### src/rtl/stopwatch_pkg.sv
// stopwatch_pkg: definitions shared by the stopwatch controller and its
// sub-modules.
//   state_t  : controller states (IDLE=0, RUN=1, PAUSE=2)
//   DIGITS   : number of BCD digits in the count
//   BCD_W    : width of one BCD digit
//   CNT_W    : width of the packed BCD count
//   BCD_MAX  : largest legal BCD digit value
package stopwatch_pkg;

  localparam int unsigned DIGITS = 6;
  localparam int unsigned BCD_W  = 4;
  localparam int unsigned CNT_W  = DIGITS * BCD_W;

  localparam logic [BCD_W-1:0] BCD_MAX = 4'd9;

  typedef enum logic [1:0] {
    IDLE  = 2'd0,
    RUN   = 2'd1,
    PAUSE = 2'd2
  } state_t;

endpackage

### src/rtl/key_debounce.sv
// key_debounce: front-panel key conditioner.
//   Raw active-low key -> 2-FF synchronizer -> stable-time debouncer ->
//   one-cycle press pulse on each debounced 1->0 transition.
// Parameters:
//   DEB_CYC : consecutive cycles the synchronized level must disagree with
//             the debounced level before the debounced level follows (>= 1)
// Ports:
//   clk   : clock
//   rst_n : synchronous active-low reset (key treated as released)
//   key_n : raw key, active low, asynchronous to clk
//   press : registered one-cycle pulse per debounced key press
module key_debounce
  import stopwatch_pkg::*;
#(
  parameter int unsigned DEB_CYC = 1
) (
  input  logic clk,
  input  logic rst_n,
  input  logic key_n,
  output logic press
);

  localparam int unsigned     CNT_W_DEB = $clog2(DEB_CYC + 1);
  localparam logic [CNT_W_DEB-1:0] STABLE_MAX = CNT_W_DEB'(DEB_CYC - 1);

  logic                 sync1;
  logic                 sync2;
  logic                 level;
  logic [CNT_W_DEB-1:0] stable_cnt;

  always_ff @(posedge clk) begin
    if (!rst_n) begin
      sync1      <= 1'b1;
      sync2      <= 1'b1;
      level      <= 1'b1;
      stable_cnt <= '0;
      press      <= 1'b0;
    end else begin
      sync1 <= key_n;
      sync2 <= sync1;
      press <= 1'b0;
      if (sync2 != level) begin
        // The DEB_CYC-th consecutive disagreeing cycle commits the new level.
        if (stable_cnt == STABLE_MAX) begin
          level      <= sync2;
          stable_cnt <= '0;
          press      <= ~sync2;
        end else begin
          stable_cnt <= stable_cnt + 1'b1;
        end
      end else begin
        stable_cnt <= '0;
      end
    end
  end

endmodule

### src/rtl/stopwatch_ctrl.sv
// stopwatch_ctrl: run/pause/clear/lap controller for the six-digit BCD timer.
//   Debounces the front-panel keys, sequences IDLE/RUN/PAUSE, prescales the
//   clock into count ticks and maintains a 6-digit BCD count.
// Optional feature macro: STOPWATCH_LAP_EN (lap key, display freeze).
// Parameters:
//   CLK_HZ      : input clock frequency
//   TICK_HZ     : count rate; CLK_HZ/TICK_HZ must be an integer >= 2
//   DEBOUNCE_MS : key stable time in milliseconds
// Ports:
//   clk        : clock
//   rst_n      : synchronous active-low reset
//   key_run_n  : raw run/pause key, active low
//   key_clr_n  : raw clear key, active low
//   key_lap_n  : raw lap key, active low (STOPWATCH_LAP_EN only)
//   cnt        : displayed BCD count, cnt[3:0] least significant digit
//   running    : high while in RUN
//   lap_active : high while the display is frozen
//   ovf        : one-cycle pulse when the count wraps 999999 -> 000000
module stopwatch_ctrl
  import stopwatch_pkg::*;
#(
  parameter int unsigned CLK_HZ      = 50_000_000,
  parameter int unsigned TICK_HZ     = 100,
  parameter int unsigned DEBOUNCE_MS = 20
) (
  input  logic             clk,
  input  logic             rst_n,
  input  logic             key_run_n,
  input  logic             key_clr_n,
`ifdef STOPWATCH_LAP_EN
  input  logic             key_lap_n,
`endif
  output logic [CNT_W-1:0] cnt,
  output logic             running,
  output logic             lap_active,
  output logic             ovf
);

  localparam int unsigned DEB_CYC = CLK_HZ / 1000 * DEBOUNCE_MS;
  localparam int unsigned DIV     = CLK_HZ / TICK_HZ;
  localparam int unsigned PRE_W   = $clog2(DIV);
  localparam logic [PRE_W-1:0] PRE_MAX = PRE_W'(DIV - 1);

  logic press_run;
  logic press_clr;

  state_t             state;
  state_t             state_next;
  logic [PRE_W-1:0]   pre;
  logic [CNT_W-1:0]   cnt_int;
  logic [CNT_W-1:0]   cnt_inc;
  logic [CNT_W-1:0]   cnt_int_next;
  logic               inc_carry;
  logic               tick;
  logic               run_ev;
  logic               clr_now;

  key_debounce #(.DEB_CYC(DEB_CYC)) u_deb_run (
    .clk   (clk),
    .rst_n (rst_n),
    .key_n (key_run_n),
    .press (press_run)
  );

  key_debounce #(.DEB_CYC(DEB_CYC)) u_deb_clr (
    .clk   (clk),
    .rst_n (rst_n),
    .key_n (key_clr_n),
    .press (press_clr)
  );

  // A clr pulse masks a run pulse in the same cycle even when clr itself is
  // ignored (RUN).
  assign run_ev  = press_run & ~press_clr;
  assign clr_now = press_clr & (state != RUN);
  assign tick    = (state == RUN) && (pre == PRE_MAX);

  always_comb begin
    state_next = state;
    unique case (state)
      IDLE:    if (run_ev) state_next = RUN;
      RUN:     if (run_ev) state_next = PAUSE;
      PAUSE: begin
        if (press_clr)   state_next = IDLE;
        else if (run_ev) state_next = RUN;
      end
      default: state_next = IDLE;
    endcase
  end

  // Digit-wise BCD increment; any digit at or above 9 rolls to 0 with carry.
  always_comb begin
    cnt_inc   = cnt_int;
    inc_carry = 1'b1;
    for (int unsigned i = 0; i < DIGITS; i++) begin
      if (inc_carry) begin
        if (cnt_int[i*BCD_W +: BCD_W] >= BCD_MAX) begin
          cnt_inc[i*BCD_W +: BCD_W] = '0;
        end else begin
          cnt_inc[i*BCD_W +: BCD_W] = cnt_int[i*BCD_W +: BCD_W] + 1'b1;
          inc_carry = 1'b0;
        end
      end
    end
  end

  always_comb begin
    cnt_int_next = cnt_int;
    if (clr_now)   cnt_int_next = '0;
    else if (tick) cnt_int_next = cnt_inc;
  end

  always_ff @(posedge clk) begin
    if (!rst_n) begin
      state   <= IDLE;
      pre     <= '0;
      cnt_int <= '0;
      running <= 1'b0;
      ovf     <= 1'b0;
    end else begin
      state   <= state_next;
      running <= (state_next == RUN);
      cnt_int <= cnt_int_next;
      ovf     <= tick & inc_carry;
      // Pausing leaves pre untouched so the fractional tick survives.
      if (clr_now || (state == IDLE && run_ev)) begin
        pre <= '0;
      end else if (state == RUN) begin
        pre <= tick ? '0 : pre + 1'b1;
      end
    end
  end

`ifdef STOPWATCH_LAP_EN
  logic press_lap;
  logic lap_ev;
  logic lap_next;

  key_debounce #(.DEB_CYC(DEB_CYC)) u_deb_lap (
    .clk   (clk),
    .rst_n (rst_n),
    .key_n (key_lap_n),
    .press (press_lap)
  );

  assign lap_ev = press_lap & ~press_clr & ~press_run;

  always_comb begin
    lap_next = lap_active;
    if (clr_now) begin
      lap_next = 1'b0;
    end else if (lap_ev) begin
      if (lap_active)         lap_next = 1'b0;
      else if (state == RUN)  lap_next = 1'b1;
    end
  end

  // Display tracks the next internal count except while the freeze persists;
  // entering the freeze therefore captures the snapshot in the same write.
  always_ff @(posedge clk) begin
    if (!rst_n) begin
      cnt        <= '0;
      lap_active <= 1'b0;
    end else begin
      lap_active <= lap_next;
      if (!(lap_active && lap_next)) cnt <= cnt_int_next;
    end
  end
`else
  assign cnt        = cnt_int;
  assign lap_active = 1'b0;
`endif

endmodule

### config.mk
export PLATFORM = sky130hd
export DESIGN_NAME = stopwatch_ctrl
export DESIGN_NICKNAME = d
export VERILOG_FILES = /design/src/rtl/stopwatch_pkg.sv /design/src/rtl/key_debounce.sv /design/src/rtl/stopwatch_ctrl.sv
export SDC_FILE = /design/constraint.sdc
export NUM_CORES = 1
export LEC_CHECK = 0
export CORE_MARGIN = 5
export CORE_UTILIZATION = 63
export DETAILED_ROUTE_END_ITERATION = 16
export GPL_TIMING_DRIVEN = 0
export PLACE_DENSITY_LB_ADDON = 0.2
export SYNTH_ARGS = -nofsm -noshare
export SYNTH_HDL_FRONTEND = slang
export SYNTH_HIERARCHICAL = 1
export SYNTH_SLANG_ARGS = --single-unit
### constraint.sdc
create_clock -name clk -period 4.8 [get_ports clk]
set_input_delay 0.96 -clock clk [delete_from_list [all_inputs] [get_ports clk]]
set_output_delay 0.96 -clock clk [all_outputs]
set_load 0.05 [all_outputs]
==> reports/qor.yml, run 1 <==
outcome:
  outcome: "completed"
global_route:
  grt_max_degree: 19
  grt.overflow.total: 0
  antenna_found_initial: 0
  grt_usage: 0.219
  grt_pass1_wl_mm: 16.1
  grt_pass1_vias: 3663
timing:
  slew_headroom: 0.395
  fin_crit_sh: 0.596
  setup_viol: 0
  tns_ps: 0
  skew_ps: 12.9
  timing.final.crit_period_ps: 2860
  grt_setup_unrepaired: "false"
  slew_violations: 0
  worst_pin_slew_ps: 899
  fmax_mhz: 350
  hold_viol_final: 0
  post-route-worst-setup-slack_ps: 1940
setup_path:
  reg2reg_from: "pre[6]"
  crit_type: "register to register"
  cp-end-kind: "register"
  cp.arrival_ps: 3120
  r2r_end: "cnt[22]"
  crit_path_max_fanout: 7
  r2r_slack_ps: 1940
  critPathRequiredTime_ps: 5060
  reg2reg_depth: 7
  startpoint_type: "register"
min_path:
  hold_end: "u_deb_clr/sync2"
  min_from: "u_deb_clr/sync1"
  hold_class: "register to register"
  holdPathStages: 1
logic_synthesis:
  synth_xor_xnor_area_share: 0.0986
  synth_fp_nets: 545
  yosysTopAreaCell: "dfxtp_1"
  postSynthCellCount: 520
  yosysUniqueCellTypes: 51
  synth_compound_area_frac: 0.0672
  yosysSeqAreaShare: 0.412
  yosys_warnings: 6
  synth_seq_cells: 95
  synthTopCellsByArea: "dfxtp_1, nor2_1, xnor2_1"
  syn_area_per_cell_um2: 8.88
  synth_adder_area_share: 0.0569
  syn_area_um2: 4620
  yosysTopAreaCellShare: 0.412
  synthSimpleGateAreaFrac: 0.312
  synth_top_family_by_area: "simple AND/OR/NAND/NOR gates"
  synthMuxAreaShare: 0.0108
cells_and_area:
  layout-drive-gt1-share: 0.0761
  utilization: 0.729
  fin_area_um2: 5230
  area_growth_pct: 13.2
  fin_nets: 585
  diodes: 0
power_and_ir_drop:
  p_total_mw: 1.34
  p_leak_nw: 1.74
  power.density_nw_per_um2: 256
  vdd_ir_drop_max_mv: 0.157
placement:
  post-dp-hpwl_mm: 6.61
  dpl_cell_area_um2: 5030
  gp_congestion: 0.836
  portBuffers: 29
  place_ws_ps: 1780
routing:
  drtIter0Drc: 128
  wl_per_cell_um: 13.7
  dr.pass1.iters: 4
  antenna_left: 0
  drc: 0
  vias: 3807
  via_per_inst: 5.73
  finalWirelength_mm: 9.11
clock_tree:
  cts_buffers: 9
  cts_root_buf: "clkbuf_8"
  htreeDepth: 3
  worstSkewPairLatency_ps: 360
  clk_transition_reported_paths_ps: 100
  cts_tree: "done"
  ctsHoldBuffers: 0
  post-cts-setup-buffers: 0
  cts_buffer_depth: 2
  ctsResizeCount: 0
  cts_sinks: 95
floorplan:
  initial_core_util: 0.643
  dieArea_um2: 9140
  ios: 31
  num_rows: 31
  core_region_area_um2: 7180
  fp.dieW_um: 95.6
  die_h_um: 95.6
run:
  max_cap_viol_count: 0
## cell usage after synthesis, drive strengths merged
cell type / number
dfxtp: 95
nor2: 75
xnor2: 32
nand2: 31
inv: 29
nand3: 22
nor3: 22
ha: 21
xor2: 20
a21oi: 19
nand4: 19
and3: 13
o21ai: 12
and4: 11
nor4: 11
nand4b: 9
buf: 8
mux2i: 5
nand2b: 5
nor4b: 5
or3b: 5
a41oi: 4
and2: 4
clkbuf: 4
nor3b: 4
a21o: 3
nor2b: 3
o21a: 3
or4: 3
or4b: 3
a211o: 2
a21boi: 2
a31o: 2
and4b: 2
and4bb: 2
or3: 2
a211oi: 1
and2b: 1
conb: 1
nand3b: 1
o311a: 1
o31ai: 1
or2: 1
or4bb: 1
## area by class of cell
type / instances / area, µm²
sequential: 95 / 1900
buffer: 12 / 85.1
timing repair buffer: 29 / 290
inverter: 29 / 109
fill: 544 / 1950
tap: 99 / 124
multi-input combinational: 384 / 2520
clock buffer: 10 / 128
clock inverter: 6 / 68.8
## per-stage QoR
| stage | hold WS (ps) | cells |
|---|---|---|
| final | 416 | 664 |
| after global routing | 430 | 664 |
| after CTS | 419 | 664 |
| after detailed placement | 399 | 648 |
| after global placement | 393 | 648 |
| after floorplan | 386 | 520 |
## worst max-delay path: stages (launching register included)
cell	delay (ps)
dfxtp_1	360
or4b_1	550
or4_1	530
clkbuf_2	170
or4_1	470
clkbuf_2	180
o311a_1	350
a21o_1	150
## where the power goes
group | internal (mW) | switching [mW] | total [mW]
Combinational | 0.00783 | 0.0148 | 0.0226
Clock | 0.245 | 0.282 | 0.527
Sequential | 0.789 | 0.00134 | 0.791
## routing by layer
metal | share of wire | routed length [µm] | GRT usage
met1 | 0.44 | 4040 | 0.266
met2 | 0.50 | 4550 | 0.376
met3 | 0.044 | 399 | 0.0489
met4 | 0.012 | 112 | 0.0806
met5 | 0 | 0 | 0
## registers in the layout, summed over array words and instances, names as in the netlist, 2 cells and up
signal and flops:
state 2, cnt 24, u_deb_clr/stable_cnt 20, pre 19, u_deb_run/stable_cnt 20
## worst max-delay path by stage
stage                       from       to  cells past startpoint
after floorplan           cnt[0]  cnt[23]                      7
after global placement     rst_n   cnt[4]                      4
after detailed placement   rst_n   cnt[5]                      4
after CTS                 pre[6]  cnt[22]                      7
after global routing      pre[6]  pre[18]                      8
final                     pre[6]  cnt[22]                      7
## cell usage in the layout, fill, tap and decap left out, types with 5 or more instances in the layout
| cell type | netlist | layout |
|---|---|---|
| nor4b_1 | 5 | 5 |
| nand2b_1 | 5 | 5 |
| mux2i_1 | 5 | 5 |
| a21oi_1 | 19 | 19 |
| ha_1 | 21 | 21 |
| and3_1 | 13 | 13 |
| nor2_1 | 75 | 75 |
| nand4b_1 | 9 | 9 |
| and4_1 | 11 | 11 |
| clkbuf_8 | 0 | 9 |
| nand2_1 | 31 | 31 |
| nand3_1 | 22 | 22 |
| nor3_1 | 22 | 22 |
| nand4_1 | 19 | 19 |
| clkdlybuf4s50_1 | 0 | 29 |
| xnor2_1 | 32 | 32 |
| inv_1 | 29 | 29 |
| nor4_1 | 6 | 6 |
| or3b_2 | 5 | 5 |
| o21ai_0 | 11 | 11 |
| xor2_1 | 20 | 20 |
| dfxtp_1 | 95 | 95 |
## logic make-up after synthesis
| group | after synthesis |
|---|---|
| adders and majority gates | 21 |
| DFF | 95 |
| AOI/OAI and AO/OA | 50 |
| buffers and inverters | 41 |
| other | 1 |
| xor gates and xnor gates | 52 |
| and+or+nand+nor | 255 |
| muxes | 5 |
(Power assumes the default switching activity.)
==> inputs of run 2 (changes only) <==
--- a/config.mk
+++ b/config.mk
@@ -6,7 +6,7 @@
 export NUM_CORES = 1
 export LEC_CHECK = 0
 export CORE_MARGIN = 5
-export CORE_UTILIZATION = 63
+export CORE_UTILIZATION = 53
 export DETAILED_ROUTE_END_ITERATION = 16
 export GPL_TIMING_DRIVEN = 0
 export PLACE_DENSITY_LB_ADDON = 0.2
==> constraint.sdc (replaced) <==
create_clock -name clk -period 2.3 [get_ports clk]
set_input_delay 0.46 -clock clk [delete_from_list [all_inputs] [get_ports clk]]
set_output_delay 0.46 -clock clk [all_outputs]
set_load 0.05 [all_outputs]
==> reports/qor.yml, run 2 (synthesis results as in run 1) <==
outcome:
  outcome: "finished, violations left"
  violations: "negative setup slack"
setup_path:
  r2r_slack_ps: -260
  cp-end-kind: "register"
  critPathRequiredTime_ps: 2560
  cp.arrival_ps: 2820
  crit_type: "register to register"
  reg2reg_from: "pre[11]"
  endpoint: "cnt[22]"
  crit_path_max_fanout: 2
  crit_start: "pre[11]"
  r2r_end: "cnt[22]"
  reg2reg_depth: 5
  startpoint_type: "register"
timing:
  worst_pin_slew_ps: 990
  hold_viol_final: 0
  grt_setup_unrepaired: "true"
  post-route-worst-setup-slack_ps: -262
  whs_ps: 412
  fin_crit_sh: 1.11
  timing.final.crit_period_ps: 2560
  setup_viol: 35
  slew_headroom: 0.334
  skew_ps: 12.6
  slew_violations: 0
  fmax_mhz: 390
clock_tree:
  cts_buffer_depth: 2
  cts_sinks: 95
  cts_tree: "done"
  clk_transition_reported_paths_ps: 90
  htreeDepth: 3
  worstSkewPairLatency_ps: 370
  cts_root_buf: "clkbuf_8"
  cts_buffers: 9
cells_and_area:
  layout_common_cells: "dfxtp_1, nor2_1, xnor2_1"
  largest_reg_flops: 24
  layout_commonest_cell: "dfxtp_1"
  largestRegisters: "cnt: 24 flops, u_deb_clr/stable_cnt: 20 flops, u_deb_run/stable_cnt: 20 flops"
  regMostFlops: "cnt"
  diodes: 0
  fin_nets: 603
  fillerInstances: 739
  area_growth_pct: 21.1
  multi_input_area_um2: 2670
  fin_area_um2: 5590
  layout-drive-gt1-share: 0.166
  seq_area_um2: 1920
floorplan:
  die_h_um: 103
  dieArea_um2: 10700
  fp.dieW_um: 103
  ios: 31
  num_rows: 34
  core_region_area_um2: 8590
  initial_core_util: 0.537
global_route:
  grt_usage: 0.185
  grt_pass1_vias: 3554
  antenna_found_initial: 0
  grt_pass1_wl_mm: 15.9
  grt.overflow.total: 0
  grt_max_degree: 19
power_and_ir_drop:
  vdd_ir_drop_max_mv: 0.280
  power.density_nw_per_um2: 508
  p_leak_nw: 1.92
run:
  max_cap_viol_count: 0
placement:
  gp_congestion: 0.837
  portBuffers: 29
  dpl_cell_area_um2: 5080
  post-dp-hpwl_mm: 6.40
routing:
  wl_per_cell_um: 13.7
  via_per_inst: 5.59
  dr.pass1.iters: 4
  drc: 0
  finalWirelength_mm: 9.44
  drtIter0Drc: 103
  antenna_left: 0
  vias: 3866
min_path:
  hold_class: "register to register"
  holdPathStages: 1
run 2: layout make-up:
cell class,instances,share of cell area
repair buffers,50,0.0835
inverters,29,0.0195
plain buffers,9,0.0139
clock buffers,10,0.0246
flip-flops and latches,95,0.344
clock inverters,6,0.0123
well taps,108,0.0242
multi-input cells,384,0.478
run 2: worst min-delay path by stage:
stage	start	to	slack, ps
finish	u_deb_run/sync1	u_deb_run/sync2	410
global placement	u_deb_clr/sync1	u_deb_clr/sync2	400
global route	u_deb_run/sync1	u_deb_run/sync2	430
detailed placement	u_deb_run/sync1	u_deb_run/sync2	390
CTS	u_deb_run/sync1	u_deb_run/sync2	410
floorplan	u_deb_clr/sync1	u_deb_clr/sync2	390
run 2: layer usage:
metal	vias to the layer above	wire length (µm)	global-route usage	share of wire
met1	1848	4300	0.231	0.46
met5	-	0	0	0
li1	1941	-	-	-
met2	63	4660	0.316	0.49
met3	14	311	0.0248	0.033
met4	0	170	0.0867	0.018
run 2: critical path, cell delays in order, from the launching register on:
cell and delay (ps):
dfxtp_2 330, or4b_4 550, or4_4 560, or4_4 560
o311a_1 310, a21o_1 150
run 2: report_power, final:
part | switching (mW) | total (mW) | internal [mW]
Combinational | 0.0346 | 0.0586 | 0.0240
Sequential | 0.00282 | 1.65 | 1.64
Clock | 0.598 | 1.14 | 0.538
run 2: per-stage QoR:
stage / power, mW / setup TNS [ps] / util / cells / setup slack [ps]
2_1_floorplan: 1.72 / -1160 / - / 520 / -313
3_3_place_gp: 1.74 / -5410 / 0.592 / 657 / -459
3_5_place_dp: 1.74 / -6040 / 0.592 / 657 / -478
4_1_cts: 2.88 / -7990 / 0.636 / 684 / -399
5_1_grt: 2.94 / -7190 / 0.650 / 691 / -294
6_report: 2.84 / -5250 / 0.650 / 691 / -262
run 2: timing repair:
action                                  4_1_cts  5_1_grt
endpoints found under the setup margin       41       43
buffers inserted                             11       10
gates resized for setup                      28       24
pin swaps                                     7       10
hold buffers                                  0        0
gates cloned                                  1        0
hold endpoints to repair                      0        0
